### src/rtl/muldiv_unit.sv
// rtl/muldiv_unit.sv - iterative multiply/divide unit with HI/LO result registers
//
// Computes one operation at a time. A multiply is done as one shift-add step
// per cycle and a divide as one restoring-subtract step per cycle, over
// WIDTH cycles. A single FIX cycle follows, and the results are then
// registered into HI/LO.
//
// Build option: when MULDIV_SIGNED_EN is defined, OP[1] selects signed
// operation (MULT/DIV). The operands are reduced to magnitudes on accept,
// and FIX applies the signs. When the macro is undefined, OP[1] is ignored
// and FIX still takes one cycle, so latency does not change.
//
// Ports:
//   clk    in   sole clock, rising edge
//   rst_n  in   asynchronous active-low reset
//   start  in   request an operation (accepted in IDLE or DONE only)
//   op     in   [1:0] 00 MULTU, 01 DIVU, 10 MULT, 11 DIV
//   opa    in   [WIDTH] multiplicand / dividend
//   opb    in   [WIDTH] multiplier / divisor
//   abort  in   cancel in-flight operation; wins over start
//   busy   out  CALC or FIX in progress
//   done   out  one-cycle pulse, HI/LO newly valid
//   hi     out  [WIDTH] product high half / remainder
//   lo     out  [WIDTH] product low half / quotient
//   div0   out  last completed divide had a zero divisor

module muldiv_unit #(
   parameter int WIDTH = 32
) (
   input  logic             clk,
   input  logic             rst_n,
   input  logic             start,
   input  logic [1:0]       op,
   input  logic [WIDTH-1:0] opa,
   input  logic [WIDTH-1:0] opb,
   input  logic             abort,
   output logic             busy,
   output logic             done,
   output logic [WIDTH-1:0] hi,
   output logic [WIDTH-1:0] lo,
   output logic             div0
);

   localparam int CW = $clog2(WIDTH);
   localparam logic [CW-1:0] CNT_LAST = CW'(WIDTH - 1);

`ifdef MULDIV_SIGNED_EN
   localparam bit SIGNED_EN = 1'b1;
`else
   localparam bit SIGNED_EN = 1'b0;
`endif

   typedef enum logic [1:0] {
      S_IDLE = 2'd0,
      S_CALC = 2'd1,
      S_FIX  = 2'd2,
      S_DONE = 2'd3
   } state_t;

   state_t state, state_nxt;

   logic [CW-1:0]    cnt;
   logic             accept;
   logic             is_div;
   logic             neg_a, neg_b;
   logic             zero_b;
   logic [WIDTH-1:0] opd;       // multiplicand or divisor magnitude
   logic [WIDTH-1:0] acc_hi;    // product high half / partial remainder
   logic [WIDTH-1:0] acc_lo;    // multiplier shifting out / quotient shifting in
   logic [WIDTH-1:0] opa_raw;   // original dividend, returned in HI on divide by zero

   // operand conditioning on accept
   logic             sgn_in, neg_a_in, neg_b_in;
   logic [WIDTH-1:0] mag_a_in, mag_b_in;

   // per-step datapath
   logic [WIDTH:0]   mul_sum;
   logic [WIDTH:0]   div_shift;
   logic [WIDTH+1:0] div_diff;
   logic             div_ok;

   // FIX-cycle results
   logic [2*WIDTH-1:0] prod, prod_fix;
   logic [WIDTH-1:0]   fix_hi, fix_lo;

   assign accept = start & ~abort & ((state == S_IDLE) | (state == S_DONE));

   assign sgn_in   = SIGNED_EN & op[1];
   assign neg_a_in = sgn_in & opa[WIDTH-1];
   assign neg_b_in = sgn_in & opb[WIDTH-1];
   // The most negative value maps to itself, and that is its correct unsigned magnitude.
   assign mag_a_in = neg_a_in ? -opa : opa;
   assign mag_b_in = neg_b_in ? -opb : opb;

   assign mul_sum = {1'b0, acc_hi} + (acc_lo[0] ? {1'b0, opd} : {(WIDTH+1){1'b0}});

   // A set top bit means borrow, so the trial subtract fails and the shifted remainder is kept.
   assign div_shift = {acc_hi, acc_lo[WIDTH-1]};
   assign div_diff  = {1'b0, div_shift} - {2'b00, opd};
   assign div_ok    = ~div_diff[WIDTH+1];

   assign prod     = {acc_hi, acc_lo};
   assign prod_fix = (neg_a ^ neg_b) ? -prod : prod;

   always_comb begin
      fix_hi = prod_fix[2*WIDTH-1:WIDTH];
      fix_lo = prod_fix[WIDTH-1:0];
      if (is_div) begin
         if (zero_b) begin
            fix_hi = opa_raw;
            fix_lo = '1;
         end else begin
            fix_lo = (neg_a ^ neg_b) ? -acc_lo : acc_lo;
            fix_hi = neg_a ? -acc_hi : acc_hi;   // remainder follows dividend sign
         end
      end
   end

   // state register
   always_ff @(posedge clk or negedge rst_n) begin
      if (!rst_n) state <= S_IDLE;
      else        state <= state_nxt;
   end

   // next-state logic
   always_comb begin
      state_nxt = state;
      case (state)
         S_IDLE: if (accept) state_nxt = S_CALC;
         S_CALC: begin
            if (abort)                 state_nxt = S_IDLE;
            else if (cnt == CNT_LAST)  state_nxt = S_FIX;
         end
         S_FIX:  state_nxt = abort  ? S_IDLE : S_DONE;
         S_DONE: state_nxt = accept ? S_CALC : S_IDLE;
         default: state_nxt = S_IDLE;
      endcase
   end

   // outputs
   always_comb begin
      busy = (state == S_CALC) | (state == S_FIX);
      done = (state == S_DONE);
   end

   // datapath and result registers
   always_ff @(posedge clk or negedge rst_n) begin
      if (!rst_n) begin
         cnt     <= '0;
         is_div  <= 1'b0;
         neg_a   <= 1'b0;
         neg_b   <= 1'b0;
         zero_b  <= 1'b0;
         opd     <= '0;
         acc_hi  <= '0;
         acc_lo  <= '0;
         opa_raw <= '0;
         hi      <= '0;
         lo      <= '0;
         div0    <= 1'b0;
      end else begin
         if (accept) begin
            cnt     <= '0;
            is_div  <= op[0];
            neg_a   <= neg_a_in;
            neg_b   <= neg_b_in;
            zero_b  <= (opb == '0);
            opd     <= mag_b_in;
            acc_hi  <= '0;
            acc_lo  <= mag_a_in;
            opa_raw <= opa;
         end else if (abort) begin
            cnt <= '0;
         end else if (state == S_CALC) begin
            cnt <= cnt + CW'(1);
            if (is_div) begin
               acc_hi <= div_ok ? div_diff[WIDTH-1:0] : div_shift[WIDTH-1:0];
               acc_lo <= {acc_lo[WIDTH-2:0], div_ok};
            end else begin
               acc_hi <= mul_sum[WIDTH:1];
               acc_lo <= {mul_sum[0], acc_lo[WIDTH-1:1]};
            end
         end

         if (state == S_FIX && !abort) begin
            hi   <= fix_hi;
            lo   <= fix_lo;
            div0 <= is_div & zero_b;
         end
      end
   end

endmodule

### config.mk
export PLATFORM = sky130hd
export DESIGN_NAME = muldiv_unit
export DESIGN_NICKNAME = d
export VERILOG_FILES = /design/src/rtl/muldiv_unit.sv
export SDC_FILE = /design/constraint.sdc
export NUM_CORES = 1
export LEC_CHECK = 0
export BUFFER_PORTS_ARGS = -buffer_cell sky130_fd_sc_hd__buf_2
export CELL_PAD_IN_SITES_DETAIL_PLACEMENT = 1
export CELL_PAD_IN_SITES_GLOBAL_PLACEMENT = 2
export CORE_ASPECT_RATIO = 0.9
export CORE_MARGIN = 2
export CORE_UTILIZATION = 34
export CTS_BUF_LIST = sky130_fd_sc_hd__clkbuf_8
export DETAILED_ROUTE_END_ITERATION = 12
export GPL_ROUTABILITY_DRIVEN = 0
export GPL_TIMING_DRIVEN = 0
export HOLD_SLACK_MARGIN = 0.08
export PLACE_DENSITY_LB_ADDON = 0.1
export SLEW_MARGIN = 5
export SYNTH_ARGS = -nofsm -noshare
export SYNTH_HDL_FRONTEND = slang
export SYNTH_SLANG_ARGS = --single-unit
### constraint.sdc
create_clock -name clk -period 3 [get_ports clk]
set_input_delay 0.15 -clock clk [delete_from_list [all_inputs] [get_ports clk]]
set_output_delay 0.15 -clock clk [all_outputs]
set_load 0.03 [all_outputs]
# [Word level (Yosys, flattened, before mapping)]
# Index checks and enable logic that the tools add are counted.
[totals] register_bits=202 word_cells=59 inputBits=70 output_inout_bits=67
[op_classes] n_mux=23 n_eq_ne=7 addsub=3 n_bitwise=7 reduce_logical=8
[ops] operator="$mux W32" count=14
[ops] operator="$sub A33 B32 Y34" count=1
[ops] operator="$add A32 B32 Y33" count=1
[ops] operator="$logic_not A32 Y1" count=1
[ops] operator="$mux W5" count=3
[ops] operator="$mux W2" count=4
[ops] operator="$pmux W2 S4" count=1
[ops] operator="$add A5 B1 Y5 const B" count=1
[ops] operator="$eq A5 B5 Y1 const B" count=1
[ops] operator="$eq A2 B2 Y1 const B" count=2
[ops] operator="$reduce_and A2 Y1" count=2
[ops] operator="$and A1 B1 Y1" count=3
[ops] operator="$ne A3 B3 Y1 const B" count=1
[ops] operator="$reduce_bool A3 Y1" count=1
[ops] operator="$eq A2 B1 Y1 const B" count=1
[ops] operator="$logic_not A2 Y1" count=1
[ops] operator="$ne A2 B1 Y1 const B" count=1
[ops] operator="$ne A2 B2 Y1 const B" count=1
[ops] operator="$not A1 Y1" count=2
[ops] operator="$or A1 B1 Y1" count=2
[ops] operator="$reduce_bool A2 Y1" count=1
[ops] operator="$logic_and A1 B1 Y1" count=1
[ops] operator="$logic_not A1 Y1" count=1
[ops] operator="$mux W1" count=1

# [Longest topological paths before layout]
# Gate-level depths: netlist of the first run.
[depth] word_depth=6 depth_mapped=14

# [Worst setup path after synthesis of the first run]
# No wires, ideal clock.
[synth_timing] path_kind="register -> register" from="reg acc_lo[0]" to="reg acc_hi[23]" required_time_ps=2874 setup_time_ps=126 path_stages_with_launch=15 period_less_slack_ps=3027 path_slack_ps=-27 arrival_ps=2901 cell_sequence="dfrtp_1 clkbuf_1 and2_1 ha_1 inv_1 fa_1 nand2b_1 a211o_1 a21oi_1 a32o_2 a21bo_2 o21a_1 nor2_1 xnor2_1 a221o_1"
[synth_via] elab_chain_cells=6
[synth_lines] item="from (decl)" line_no="69" source="logic [WIDTH-1:0] acc_lo;"
[synth_lines] item="from (signal assigned)" line_no="170" source="acc_lo <= mag_a_in;"
[synth_lines] item="from (signal assigned)" line_no="178" source="acc_lo <= {acc_lo[WIDTH-2:0], div_ok};"
[synth_lines] item="from (signal assigned)" line_no="181" source="acc_lo <= {mul_sum[0], acc_lo[WIDTH-1:1]};"
[synth_lines] item="$mux W32" line_no="95" source="assign mul_sum = {1'b0, acc_hi} + (acc_lo[0] ? {1'b0, opd} : {(WIDTH+1){1'b0}});"
[synth_lines] item="$add A32 B32 Y33" line_no="95"
[synth_lines] item="$mux W32" line_no="176" source="if (is_div) begin"
[synth_lines] item="$mux W32" line_no="174" source="end else if (state == S_CALC) begin"
[synth_lines] item="$mux W32" line_no="172" source="end else if (abort) begin"
[synth_lines] item="$mux W32" line_no="162" source="if (accept) begin"
[synth_lines] item="to (signal assigned)" line_no="177" source="acc_hi <= div_ok ? div_diff[WIDTH-1:0] : div_shift[WIDTH-1:0];"
[synth_lines] item="to (signal assigned)" line_no="180" source="acc_hi <= mul_sum[WIDTH:1];"
[synth_lines] item="to (decl)" line_no="68" source="logic [WIDTH-1:0] acc_hi;"
# Every way passes these cells. The select of a mux whose other input is x is not followed.
# A chain may end at the register's enable or synchronous reset.

# [Worst setup path in the final report of the first run]
[layout_timing] from="reg acc_lo[0]" to="reg acc_hi[27]"
# The elaborated chain is that of the path after synthesis.

==> impl_results.md, run 1 <==
* Cell Area, Synth at 12500 um^2
* IO Pins at 137
* IO Port Bufs at 134
* H-tree levels at 2
* Mapped Nets at 1549
* Max-slew violations at 0
* Fmax at 312 MHz
* Max FO, Critical Path at 4
* Initial cell density of the core at 34.5%
* Die W at 206 um
* Clock sink count at 202
* Layout cells sized above 1 at 24.7%
* Largest stage delay on the critical path at 0.40 ns
* GRT overflow at 0
* Die span in y at 186 um
* Max-slew headroom at 39.9%
* Slew @ Worst Pin at 0.902 ns
* Period utilization at 107%
* Outcome: complete, but fails checks
* Inst Count DP at 2018
* CP Class: flop to flop
* Final setup vio count at 14
* RSZ-0062 raised after global routing: true
* CP Data Arrival Time at 3.67 ns
* Final net count at 1843
* Cell variety after synth at 71
* Power Total at 20.3 mW
* CTS root buf: clkbuf_8
* Vias at 11938
* Number of buffers created by CTS at 40
* TritonCTS clock tree: done
* CP top delay family: compound AO/OA/AOI/OAI gates
* Cell row count at 66
* Post-DP HPWL at 35400 um
* Vias in the first global route at 12302
* Synth Flop Type: dfrtp_1
* Worst Path Required at 3.46 ns
* Core area at 36200 um^2
* Die area at 38200 um^2
* DRT iter0 DRCs at 629
* Synth top area share at 40.6%
* Worst Setup Start Kind: flop
* Total GRT Usage at 25.5%
* PwrDens at 1230 nW/um^2
* Dominant cells by area after synthesis: dfrtp_1 41%, ha_1 7.1%, nand2_1 6.8%
* WHS at 0.109 ns
* Hold Violations, Final at 0
* Synth Register Bits at 202
* Post-Syn Area per Cell at 8.87 um^2
* Pin count of the biggest net entering global routing at 98
* Initial antenna violation count at 0
* Worst min path class: input pin to flop
* Clock latency at the later pin of the worst-skew pair at 0.57 ns
* Post-Route WL at 49000 um
* Post-route DRC at 0
* Worst setup EP type: flop
* Max Cap Viol at 0
* Ys Warns at 0
* Leak at 7.76 nW
* Violated checks: negative setup slack
* Synthesized netlist cell count at 1406
* Routed Antenna Nets at 0
* CP Cell Sequence: clkbuf_16, and2_4, ha_4, inv_2, fa_2, nand2b_4, a211o_1, a21oi_2, a32o_2, buf_4, nand3_2, a31oi_4, xor2_1, o21ai_1, o31ai_1
* Clock Tree Buf Depth at 3
* EDFF count, synth at 0
* CTS clk-pin slew, worst paths at 0.06 ns
* Syn-to-layout area delta at 33.2%
* First-pass GRT wire length at 73900 um
* Post-Layout Cell Count at 2204
* Sequential fraction of the synthesis area at 40.6%
* Critical path buffers and inverters at 3
* Top cell type by total area after synthesis: dfrtp_1
* Via density at 5.42
* Crit path max-delay cell type: dfrtp_2
* Peak VDD IR at 0.592 mV
* First drt pass iteration count at 5
* Final Skew at 0.0264 ns
* DR WL/cell at 22.2 um
* Async SR Flop Fraction at 100%
* Setup WS post-layout at -0.204 ns
* Final Critical Period at 3.20 ns
through the flow:
step | cell area (um^2) | utilization [%] | TNS (ns) | setup WS, ns
after global routing | 16600 | 45.9 | -3.26 | -0.312
after global placement | 13700 | 38.0 | -444.22 | -2.12
after CTS | 16000 | 44.4 | -0.487 | -0.164
final | 16600 | 45.9 | -1.42 | -0.204
after floorplan | 12500 | - | 0 | 0.0271
after detailed placement | 13800 | 38.2 | -25.64 | -1.02
cells by family (layout without fill, tap and decap cells):
family | count (synthesis) | count (layout) | share of synthesized area [%]
DFF | 202 | 202 | 40.6
muxes | 84 | 84 | 6.78
buffers and inverters | 133 | 454 | 4.18
and+or+nand+nor | 424 | 424 | 14.9
AOI/OAI and AO/OA | 434 | 434 | 22.2
adders and majority gates | 73 | 73 | 7.45
other | 0 | 1 | 0
xor gates and xnor gates | 56 | 56 | 3.93
power by group:
part           internal, mW  switching, mW  leakage [nW]  total [mW]
sequential             3.93           1.20          2.53        5.12
combinational          5.20           7.26          4.79        12.5
clock                  1.45           1.32         0.444        2.77
routing by layer:
layer  global-route usage [%]  routed length (um)  up-vias
met5                    0.397                   0        -
met4                     6.89                1090        0
met3                     3.48                1930       63
met2                     41.2               22600      233
met1                     35.9               23300     6058
li1                         -                   -     5584
final timing paths:
| kind | startpoint | end | slack (ns) | cells after the start |
|---|---|---|---|---|
| max in group asynchronous | rst_n | acc_hi[26] | 2.26 | 3 |
| min | abort | cnt[4] | 0.11 | 2 |
| max | acc_lo[0] | acc_hi[27] | -0.20 | 15 |
| min reg2reg | hi[8] | hi[8] | 0.47 | 2 |
| max reg2reg | acc_lo[0] | acc_hi[27] | -0.20 | 15 |
| min in group asynchronous | rst_n | state[0] | 0.16 | 3 |
worst reg2reg max path: stages (launching register included):
cell       delay [ns]
dfrtp_2          0.40
clkbuf_16        0.14
and2_4           0.14
ha_4             0.13
inv_2            0.04
fa_2             0.34
nand2b_4         0.16
a211o_1          0.28
a21oi_2          0.21
a32o_2           0.30
buf_4            0.15
nand3_2          0.09
a31oi_4          0.23
xor2_1           0.18
o21ai_1          0.08
o31ai_1          0.23
timing repair:
action,4_1_cts,5_1_grt
buffers inserted,26,26
endpoints found under the hold margin,302,0
pin swaps,44,51
endpoints found under the setup margin,106,76
gates cloned,0,1
gates resized for setup,138,95
hold buffers,68,0
cells in the final DEF, fill, tap and decap left out, types with 12 or more instances in the layout:
master,instances
o22a_1,33
xor2_1,15
buf_4,48
inv_1,68
and2_1,25
o211ai_1,12
dfrtp_2,19
a21o_1,20
a21oi_1,75
nand2_1,226
and3_1,15
clkbuf_1,45
a21oi_2,18
buf_2,137
nand3_1,12
mux2i_1,79
ha_1,29
dfrtp_1,183
xnor2_1,35
dlygate4sd3_1,67
o21ai_1,14
o21a_1,16
clkbuf_8,49
ha_4,31
nor2_1,77
o21ai_0,145
state kept, by name, indices dropped and copies added (netlist names):
register / flops
is_div: 1
acc_lo: 32
lo: 32
state: 2
acc_hi: 32
hi: 32
opa_raw: 32
zero_b: 1
div0: 1
opd: 32
cnt: 5
synthesized netlist by cell type (all sizes together) (5+ instances only):
| library cell | count |
|---|---|
| a211o | 7 |
| a211oi | 9 |
| a21o | 20 |
| a21oi | 98 |
| a22oi | 8 |
| a31oi | 12 |
| and2 | 33 |
| and3 | 18 |
| buf | 13 |
| clkbuf | 63 |
| dfrtp | 202 |
| ha | 71 |
| inv | 57 |
| mux2i | 81 |
| nand2 | 226 |
| nand2b | 6 |
| nand3 | 13 |
| nand4 | 9 |
| nor2 | 83 |
| nor2b | 8 |
| nor3 | 11 |
| nor4 | 9 |
| o211ai | 12 |
| o21a | 17 |
| o21ai | 165 |
| o21bai | 5 |
| o22a | 33 |
| o31ai | 5 |
| xnor2 | 41 |
| xor2 | 15 |
area by class of cell:
| type | instances | area [um^2] |
|---|---|---|
| inverter | 57 | 214 |
| timing repair buffer | 256 | 1860 |
| multi-input combinational | 1071 | 7730 |
| clock inverter | 21 | 93.8 |
| antenna | 1 | 2.50 |
| tap | 476 | 596 |
| buffer | 72 | 367 |
| sequential | 202 | 5080 |
| fill | 4234 | 19600 |
| clock buffer | 48 | 661 |
Note: power is estimated with default switching activity, not from simulation.
==> run 2: changes to the inputs <==
--- a/config.mk
+++ b/config.mk
@@ -5,14 +5,14 @@
 export SDC_FILE = /design/constraint.sdc
 export NUM_CORES = 1
 export LEC_CHECK = 0
-export BUFFER_PORTS_ARGS = -buffer_cell sky130_fd_sc_hd__buf_2
 export CELL_PAD_IN_SITES_DETAIL_PLACEMENT = 1
 export CELL_PAD_IN_SITES_GLOBAL_PLACEMENT = 2
 export CORE_ASPECT_RATIO = 0.9
 export CORE_MARGIN = 2
-export CORE_UTILIZATION = 34
+export CORE_UTILIZATION = 37
 export CTS_BUF_LIST = sky130_fd_sc_hd__clkbuf_8
 export DETAILED_ROUTE_END_ITERATION = 12
+export DONT_BUFFER_PORTS = 1
 export GPL_ROUTABILITY_DRIVEN = 0
 export GPL_TIMING_DRIVEN = 0
 export HOLD_SLACK_MARGIN = 0.08
==> run 2 against run 1 <==
  * The run ends with negative hold slack, negative setup slack left
  * Clock power is 7.6% higher
  * Clock-buffer cell count is 6 higher
  * Global-route usage is 1.7 points higher
  * Final area is 5.1% lower
==> impl_results.md, run 2 (synthesized netlist as in run 1, its figures left out) <==
* Max Cap Viol at 0
* Violated checks: negative hold slack, negative setup slack
* Clock latency at the later pin of the worst-skew pair at 0.57 ns
* DR WL/cell at 23.7 um
* Final Util at 47.7%
* WHS at -0.717 ns
* First drt pass iteration count at 5
* CTS Hold Bufs at 67
* Cell row count at 63
* Layout cells sized above 1 at 17.0%
* Die W at 197 um
* Total GRT Usage at 27.2%
* Period utilization at 104%
* Power Total at 19.9 mW
* # fillers at 3808
* GRT overflow at 0
* Final net count at 1693
* M3 GR Usage at 5.20%
* Die area at 35200 um^2
* CP Cell Sequence: clkbuf_16, and2_4, ha_4, inv_2, fa_2, nand2b_4, a211o_1, a21oi_2, a32o_2, nand3_2, a31oi_4, buf_6, a31oi_4, xnor2_1, o21ai_1
* CP Class: flop to flop
* Gr busiest metal: met2
* Max-slew violations at 0
* Post-DP HPWL at 34000 um
* TritonCTS clock tree: done
* Peak VDD IR at 0.526 mV
* TNS Setup at -0.845 ns
* Commonest non-fill, non-tap cell in the layout: nand2_1
* Design Area, Final at 15800 um^2
* RSZ-0062 raised after global routing: true
* Syn-to-layout area delta at 26.5%
* Initial cell density of the core at 37.7%
* Worst min path class: input pin to asynchronous set/reset pin
* Max FO, Critical Path at 4
* Cell mode on critical path: a31oi_4
* Max-slew headroom at 39.7%
* Met2 usage at 44.7%
* Setup WS post-layout at -0.123 ns
* Slew @ Worst Pin at 0.904 ns
* Initial antenna violation count at 1
* Pin count of the biggest net entering global routing at 203
* Crit path max-delay cell type: dfrtp_2
* Fmax at 320 MHz
* DRT iter0 DRCs at 650
* Leak at 7.11 nW
* GRT met1 Usage at 36.7%
* Post-Route WL at 47500 um
* Outcome: complete, but fails checks
* Final setup vio count at 11
* Worst Setup Start Kind: flop
* Core area at 33000 um^2
* Highest-count cells in the layout ignoring fill and taps: 226 x nand2_1, 187 x dfrtp_1, 142 x o21ai_0
* CTS root buf: clkbuf_8
* Placement Cell Area at 13000 um^2
* First-pass GRT wire length at 72300 um
* Register area at 5070 um^2
* Clock Tree Buf Depth at 3
* Worst setup EP type: flop
* CTS clk-pin slew, worst paths at 0.06 ns
* Routed Antenna Nets at 0
* Hold Violations, Final at 202
* Post-route DRC at 0
* Final Skew at 0.0137 ns
* Final Critical Period at 3.12 ns
* Vias at 11284
* PwrDens at 1260 nW/um^2
* Vias in the first global route at 11781
* H-tree levels at 2
* Worst Path Required at 3.43 ns
* CP Data Arrival Time at 3.55 ns
* Clock sink count at 202
* Largest stage delay on the critical path at 0.43 ns
* IO Port Bufs at 0
* IO Pins at 137
* Multi-input logic area at 7730 um^2
* Number of buffers created by CTS at 39
* Die span in y at 178 um
* Via density at 5.64
## run 2: final timing paths
check,startpoint,endpoint,slack (ns),depth (start not counted)
max,acc_lo[0],acc_hi[29],-0.12,15
min,rst_n,lo[9],-0.72,0
max reg2reg,acc_lo[0],acc_hi[29],-0.12,15
min reg2reg,opa_raw[31],opa_raw[31],0.48,2
max in group asynchronous,rst_n,acc_hi[26],3.39,0
min in group clk,opb[2],zero_b,0.12,3
## run 2: per-layer routing
layer	vias to the layer above	wire (um)
met1	5683	21700
li1	5301	-
met3	84	2240
met4	2	1190
met2	214	22300
met5	-	10
## run 2: metrics by stage
| stage | worst slack, ns | cells | hold WS (ns) |
|---|---|---|---|
| global route | -0.218 | 2001 | -0.739 |
| floorplan | 0.0271 | 1406 | -0.146 |
| detailed placement | -1.12 | 1828 | -0.141 |
| global placement | -1.06 | 1828 | -0.141 |
| finish | -0.123 | 2002 | -0.717 |
| CTS | -0.127 | 1985 | -0.744 |
## run 2: worst max-delay path: cells and delay by family, from the launching register on
| kind | cells | cell delay [ns] |
|---|---|---|
| xor gates and xnor gates | 1 | 0.18 |
| adders and majority gates | 2 | 0.47 |
| DFF | 1 | 0.43 |
| and+or+nand+nor | 3 | 0.43 |
| buffers and inverters | 3 | 0.32 |
| AOI/OAI and AO/OA | 6 | 1.16 |
## run 2: power by group
part / switching, mW / internal (mW)
clock: 1.30 / 1.68
combinational: 6.17 / 4.78
sequential: 2.09 / 3.91
total: 9.57 / 10.4
## run 2: what timing repair did
item,4_1_cts,5_1_grt
pin swaps,39,50
setup buffers,23,19
gates cloned,1,0
endpoints found under the setup margin,118,100
endpoints found under the hold margin,307,202
resized for setup,128,92
## run 2: area by class of cell
type / count / area share (%)
clock buffers: 54 / 4.72
flip-flops and latches: 202 / 32.2
well taps: 422 / 3.35
diodes: 1 / 0.0159
clock inverters: 16 / 0.611
plain buffers: 69 / 2.29
inverters: 57 / 1.36
multi-input cells: 1071 / 49.0
repair buffers: 110 / 6.45
